$ cat config.mk
export PLATFORM = sky130hd
export DESIGN_NAME = score_tracker_flat
export DESIGN_NICKNAME = d
export VERILOG_FILES = /design/src/rtl/score_tracker_pkg.sv /design/src/rtl/score_tracker_if.sv /design/src/rtl/score_tracker_pipe_pass_detector.sv /design/src/rtl/score_tracker.sv /design/src/flat_wrapper.sv
export SDC_FILE = /design/constraint.sdc
export NUM_CORES = 1
export LEC_CHECK = 0
export BUFFER_PORTS_ARGS = -buffer_cell sky130_fd_sc_hd__buf_2
export CAP_MARGIN = 20
export CELL_PAD_IN_SITES_DETAIL_PLACEMENT = 0
export CELL_PAD_IN_SITES_GLOBAL_PLACEMENT = 2
export CORE_AREA = 4 4 86 88
export DETAILED_ROUTE_END_ITERATION = 8
export DIE_AREA = 0 0 90 92
export HOLD_SLACK_MARGIN = 0.12
export PLACE_DENSITY_LB_ADDON = 0.1
export SLEW_MARGIN = 20
export SYNTH_ARGS = -nofsm -noshare
export SYNTH_HDL_FRONTEND = slang
export SYNTH_SLANG_ARGS = --single-unit
$ cat constraint.sdc
create_clock -name clk -period 2.6 [get_ports clk]
set_input_delay 0.26 -clock clk [delete_from_list [all_inputs] [get_ports clk]]
set_output_delay 0.26 -clock clk [all_outputs]
set_load 0.02 [all_outputs]
$ cat src/rtl/score_tracker_pkg.sv
// score_tracker_pkg: shared game constants, phase enum and popcount helper.
package score_tracker_pkg;

    localparam int SCREEN_W               = 640;
    localparam int BIRD_STARTING_DISTANCE = 160;

    typedef enum logic [1:0] {IDLE, PLAYING, OVER} game_phase_t;

    function automatic logic [3:0] popcount8(input logic [7:0] v);
        popcount8 = '0;
        for (int i = 0; i < 8; i++) popcount8 = popcount8 + 4'(v[i]);
    endfunction

endpackage

$ cat src/rtl/score_tracker_if.sv
// score_tracker_if: game control, obstacle channels and score outputs.
interface score_tracker_if #(
    parameter int NUM_PIPES = 3,
    parameter int POS_W     = 10,
    parameter int SCORE_W   = 10
);
    logic                       start;
    logic                       game_over;
    logic [NUM_PIPES-1:0]       obs_valid;
    logic [NUM_PIPES*POS_W-1:0] obs_right;
    logic [SCORE_W-1:0]         score;
    logic [SCORE_W-1:0]         high_score;
    logic                       new_high;
    logic                       score_inc;
    logic                       playing;

    modport master (
        output start, game_over, obs_valid, obs_right,
        input  score, high_score, new_high, score_inc, playing
    );

    modport slave (
        input  start, game_over, obs_valid, obs_right,
        output score, high_score, new_high, score_inc, playing
    );
endinterface

$ cat src/rtl/score_tracker_pipe_pass_detector.sv
// pipe_pass_detector: flags one crossing per pipe pass; re-arms when the pipe is back on the bird's right.
module pipe_pass_detector #(
    parameter int POS_W  = 10,
    parameter int BIRD_X = 160
) (
    input  logic             clk,
    input  logic             reset,
    input  logic             load,
    input  logic             valid,
    input  logic [POS_W-1:0] right,
    output logic             crossing,
    output logic             armed
);
    localparam logic [POS_W-1:0] BX = POS_W'(BIRD_X);

    logic armed_q, armed_d, ahead;

    always_comb begin
        ahead    = valid && right >= BX;
        crossing = armed_q && valid && right < BX;
        // an invalid channel keeps its flag unless a new round reloads it
        armed_d  = (valid || load) ? ahead : armed_q;
    end

    always_ff @(posedge clk or negedge reset) begin
        if (!reset) armed_q <= 1'b0;
        else        armed_q <= armed_d;
    end

    assign armed = armed_q;

endmodule

$ cat src/rtl/score_tracker.sv
// score_tracker: round FSM, per-pipe pass scoring with saturation, and high-score tracking.
module score_tracker
    import score_tracker_pkg::*;
#(
    parameter int NUM_PIPES = 3,
    parameter int POS_W     = 10,
    parameter int SCORE_W   = 10,
    parameter int BIRD_X    = BIRD_STARTING_DISTANCE
) (
    input logic            clk,
    input logic            reset,
    score_tracker_if.slave bus
);
    localparam int SUM_W = SCORE_W + 4;
    localparam logic [SUM_W-1:0] MAX = SUM_W'({SCORE_W{1'b1}});

    game_phase_t          state_q, state_d;
    logic [SCORE_W-1:0]   score_q, score_d, high_q, high_d, sat;
    logic                 new_high_q, new_high_d, score_inc_q, score_inc_d;
    logic                 playing_q, playing_d, load;
    logic [NUM_PIPES-1:0] crossing, armed;
    logic [7:0]           cross8;
    logic [SUM_W-1:0]     sum;
    logic                 unused_armed;

    assign load = bus.start && state_q != PLAYING;

    for (genvar g = 0; g < NUM_PIPES; g++) begin : g_det
        pipe_pass_detector #(.POS_W(POS_W), .BIRD_X(BIRD_X)) u_det (
            .clk      (clk),
            .reset    (reset),
            .load     (load),
            .valid    (bus.obs_valid[g]),
            .right    (bus.obs_right[g*POS_W +: POS_W]),
            .crossing (crossing[g]),
            .armed    (armed[g])
        );
    end

    assign unused_armed = ^armed;

    always_comb begin
        cross8                  = '0;
        cross8[NUM_PIPES-1:0]   = crossing;
        sum                     = SUM_W'(score_q) + SUM_W'(popcount8(cross8));
        sat                     = sum > MAX ? {SCORE_W{1'b1}} : sum[SCORE_W-1:0];
        state_d                 = state_q;
        score_d                 = score_q;
        high_d                  = high_q;
        new_high_d              = new_high_q;
        score_inc_d             = 1'b0;
        if (load) begin
            state_d    = PLAYING;
            score_d    = '0;
            new_high_d = 1'b0;
        end else if (state_q == PLAYING && bus.game_over) begin
            state_d    = OVER;
            high_d     = score_q > high_q ? score_q : high_q;
            new_high_d = score_q > high_q;
        end else if (state_q == PLAYING) begin
            score_d     = sat;
            score_inc_d = sat != score_q;
        end
        playing_d = state_d == PLAYING;
    end

    always_ff @(posedge clk or negedge reset) begin
        if (!reset) begin
            state_q     <= IDLE;
            score_q     <= '0;
            high_q      <= '0;
            new_high_q  <= 1'b0;
            score_inc_q <= 1'b0;
            playing_q   <= 1'b0;
        end else begin
            state_q     <= state_d;
            score_q     <= score_d;
            high_q      <= high_d;
            new_high_q  <= new_high_d;
            score_inc_q <= score_inc_d;
            playing_q   <= playing_d;
        end
    end

    assign bus.score      = score_q;
    assign bus.high_score = high_q;
    assign bus.new_high   = new_high_q;
    assign bus.score_inc  = score_inc_q;
    assign bus.playing    = playing_q;

endmodule

$ cat src/flat_wrapper.sv
// flat-port wrapper written by rule: the top's interface ports become plain ports
module score_tracker_flat import score_tracker_pkg::*;
#(
    parameter int NUM_PIPES = 3,
    parameter int POS_W     = 10,
    parameter int SCORE_W   = 10,
    parameter int BIRD_X    = BIRD_STARTING_DISTANCE
)
  (clk, reset, bus_start, bus_game_over, bus_obs_valid, bus_obs_right, bus_score, bus_high_score, bus_new_high, bus_score_inc, bus_playing);
  score_tracker_if #(.NUM_PIPES(NUM_PIPES), .POS_W(POS_W), .SCORE_W(SCORE_W)) bus_i ();
  input logic clk;
  input logic reset;
  input wire logic [$bits(bus_i.start)-1:0] bus_start;
  input wire logic [$bits(bus_i.game_over)-1:0] bus_game_over;
  input wire logic [$bits(bus_i.obs_valid)-1:0] bus_obs_valid;
  input wire logic [$bits(bus_i.obs_right)-1:0] bus_obs_right;
  output wire logic [$bits(bus_i.score)-1:0] bus_score;
  output wire logic [$bits(bus_i.high_score)-1:0] bus_high_score;
  output wire logic [$bits(bus_i.new_high)-1:0] bus_new_high;
  output wire logic [$bits(bus_i.score_inc)-1:0] bus_score_inc;
  output wire logic [$bits(bus_i.playing)-1:0] bus_playing;
  assign bus_i.start = bus_start;
  assign bus_i.game_over = bus_game_over;
  assign bus_i.obs_valid = bus_obs_valid;
  assign bus_i.obs_right = bus_obs_right;
  assign bus_score = bus_i.score;
  assign bus_high_score = bus_i.high_score;
  assign bus_new_high = bus_i.new_high;
  assign bus_score_inc = bus_i.score_inc;
  assign bus_playing = bus_i.playing;
  score_tracker #(.NUM_PIPES(NUM_PIPES), .POS_W(POS_W), .SCORE_W(SCORE_W), .BIRD_X(BIRD_X)) u_core (.clk(clk), .reset(reset), .bus(bus_i));
endmodule
==> results.toml <==
[cells_and_area]
drive_gt1_share_pct = 41.35
fin_cells = 317
layout_commonest_cell = "buf_2"
regArea_um2 = 700.7
area_growth_pct = 35.19
nets = 294
antennaDiodeCount = 0
fillers = 696
multi_input_area_um2 = 968.4
final_cell_mix = "44 x buf_2, 28 x dfrtp_1, 22 x buf_4"

[synthesis]
ys_warn_count = 0
ys_ff_latch = 28
netlist_instances = 169
synth_top_area_cell = "dfrtp_1"
synth_edf_count = 0
ys_top_cells_by_area = "dfrtp_1 42%, ha_1 12%, mux2_2 6.7%, a21oi_1 4.5%, o21ai_0 3.9%"
yosys.area.top_type_share_pct = 41.67
synth.yosys.seq_area_share_pct = 41.67
yosysUniqueCellTypes = 36
ys.flop_type = "dfrtp_1"
synth_area_um2 = 1682
syn_avg_cell_area_um2 = 9.950
async_reset_ff_share_pct = 100.0
synth_nets = 224

[worst_setup_path]
reg2reg_setup_slack_ns = 0.11
worstPathRequired_ns = 2.77
end_kind = "flip-flop"
path_class = "in -> reg"
arrival_ns = 2.67
startpoint = "bus_obs_right[16]"
crit_fanout = 6
r2r_start = "u_core.g_det[1].u_det.armed$_DFFE_PN0P_"
r2r_cells = 11
worst_r2r_endpoint = "u_core.bus.score_inc$_DFF_PN0_"
crit_path_start_kind = "primary input"

[run]
max-cap-violations = 0

[clocking]
cts.htree.levels = 1
insertion_delay_ns = 0.27
clk_path_buf_depth = 2
numCtsBuffers = 3
root_buffer = "clkbuf_8"
cts.sinks = 28
path_clk_slew_ns = 0.10
cts_tree = "done"

[placement]
portBuffers = 44
dp_hpwl_um = 3583
place_congestion = 0.7268
place_inst = 310

[routing]
drt_iter0_markers = 96
via_per_inst = 4.656
wl_per_cell_um = 13.96
firstDrtPassIters = 4
ant_nets = 0
wl_um = 4425
vias = 1476
drc = 0

[power]
power_mw = 1.139
peakVddDrop_v = 0.0001851
power.density_nw_per_um2 = 501.0
leakage_nw = 1.186

[min_path]
hold_path.class = "in -> reg"
hold_path_startpoint = "bus_start"
hold_path_end = "u_core.state_q[1]$_DFF_PN0_"
worstHoldPathCells = 2

[floorplan]
rows = 30
pin_count = 60
dieWidth_um = 90
coreArea_um2 = 6644
start_util_pct = 25.31
chipHeight_um = 92
dieArea_um2 = 8280

[grt]
grt_overflow_total = 0
grt_util_met3_pct = 2.215
grt_pass1_wl_um = 7410
grt_use_met2_pct = 20.29
met1_usage_pct = 12.93
grt_max_degree = 29
busiest_layer = "met2"
grt_pass1_vias = 1532
antenna_found_initial = 0
grt_usage_pct = 10.96

[run_status]
status = "finished, final reports clean"

[timing]
max_freq_mhz = 399.7
period_minus_slack_ns = 2.502
setup_viol = 0
period_share_pct = 96.22
hold_viol = 0
maxSlewViolCount = 0
relSlewSlack_pct = 55.60
worst_pin_slew_ns = 0.6661
skew_ns = 0.01040
cell type report:
type / count / area share, %
sequential: 28 / 30.82
tap: 80 / 4.403
multi-input combinational: 121 / 42.60
inverter: 18 / 2.972
timing repair buffer: 67 / 17.39
clock buffer: 3 / 1.816
worst max-delay path, stage by stage:
cell,delay [ns]
buf_2,0.10
o21ai_2,0.12
and3_4,0.19
and2_4,0.13
inv_1,0.04
fa_1,0.52
inv_2,0.06
ha_4,0.16
fa_2,0.37
a21oi_4,0.22
or3_4,0.21
o21ai_0,0.09
a22o_1,0.20
worst max path at each step:
stage                                       to  slack, ns  cells past startpoint
2_1_floorplan  u_core.bus.score[3]$_DFFE_PN0P_    -0.0009                     12
3_3_place_gp   u_core.bus.score[5]$_DFFE_PN0P_      -0.18                     14
3_5_place_dp    u_core.bus.score_inc$_DFF_PN0_      -0.30                     14
4_1_cts         u_core.bus.score_inc$_DFF_PN0_      0.009                     11
5_1_grt         u_core.bus.score_inc$_DFF_PN0_      -0.02                     14
6_report       u_core.bus.score[4]$_DFFE_PN0P_        0.1                     13
state kept, by name, summed over array words and instances, names as in the netlist:
register and count:
u_core.bus.high_score 10, u_core.bus.score 10, u_core.g_det.u_det.armed 3, u_core.state_q 2, u_core.bus.new_high 1, u_core.bus.playing 1, u_core.bus.score_inc 1
what timing repair did:
item,CTS,global route
pin swaps,2,10
hold buffers,1,0
buffers inserted,1,2
setup endpoints to repair,1,10
hold endpoints to repair,28,0
gates resized for setup,1,12
metal layers:
layer	share of wire [%]	wire, µm
met1	43	1910
met2	50	2221
met3	5.9	263
met4	0.68	30
met5	0	0
kinds of logic (layout without fill, tap and decap cells):
family / Yosys count / after routing / synth area share, %
fa+ha+maj: 18 / 18 / 14.29
flops: 28 / 28 / 41.67
buf+inv: 20 / 88 / 4.762
mux: 10 / 10 / 6.697
compound gates: 46 / 46 / 16.89
xor+xnor: 3 / 3 / 1.563
simple gates: 44 / 44 / 14.14
Yosys cell counts, types with 3 or more instances:
master,instances
nor2_1,11
mux2_2,10
and3_1,3
dfrtp_1,28
inv_1,17
a22o_1,4
nor3_1,3
nand4_1,3
a21oi_1,15
nand3_1,3
ha_1,16
nand2_1,12
a31oi_1,3
o21ai_0,13
where the power goes:
part	leakage, nW	switching [mW]	total [mW]	internal, mW
logic	0.790	0.228	0.379	0.150
clock network	0.0216	0.132	0.236	0.104
registers	0.374	0.0369	0.524	0.488
metrics by stage:
| step | setup WS [ns] | setup TNS, ns | cell area (µm²) | utilization (%) | hold WS [ns] |
|---|---|---|---|---|---|
| finish | 0.09832 | 0 | 2273 | 34.22 | 0.2241 |
| global route | -0.01534 | -0.01793 | 2273 | 34.22 | 0.2301 |
| CTS | 0.009114 | 0 | 2212 | 33.30 | 0.2172 |
| detailed placement | -0.2953 | -2.302 | 2148 | 32.34 | 0.3455 |
| global placement | -0.1817 | -1.502 | 2148 | 32.34 | 0.3388 |
| floorplan | -0.0008931 | -0.001011 | 1698 | - | -0.03559 |
No activity file was read; power rests on OpenSTA's default activity.
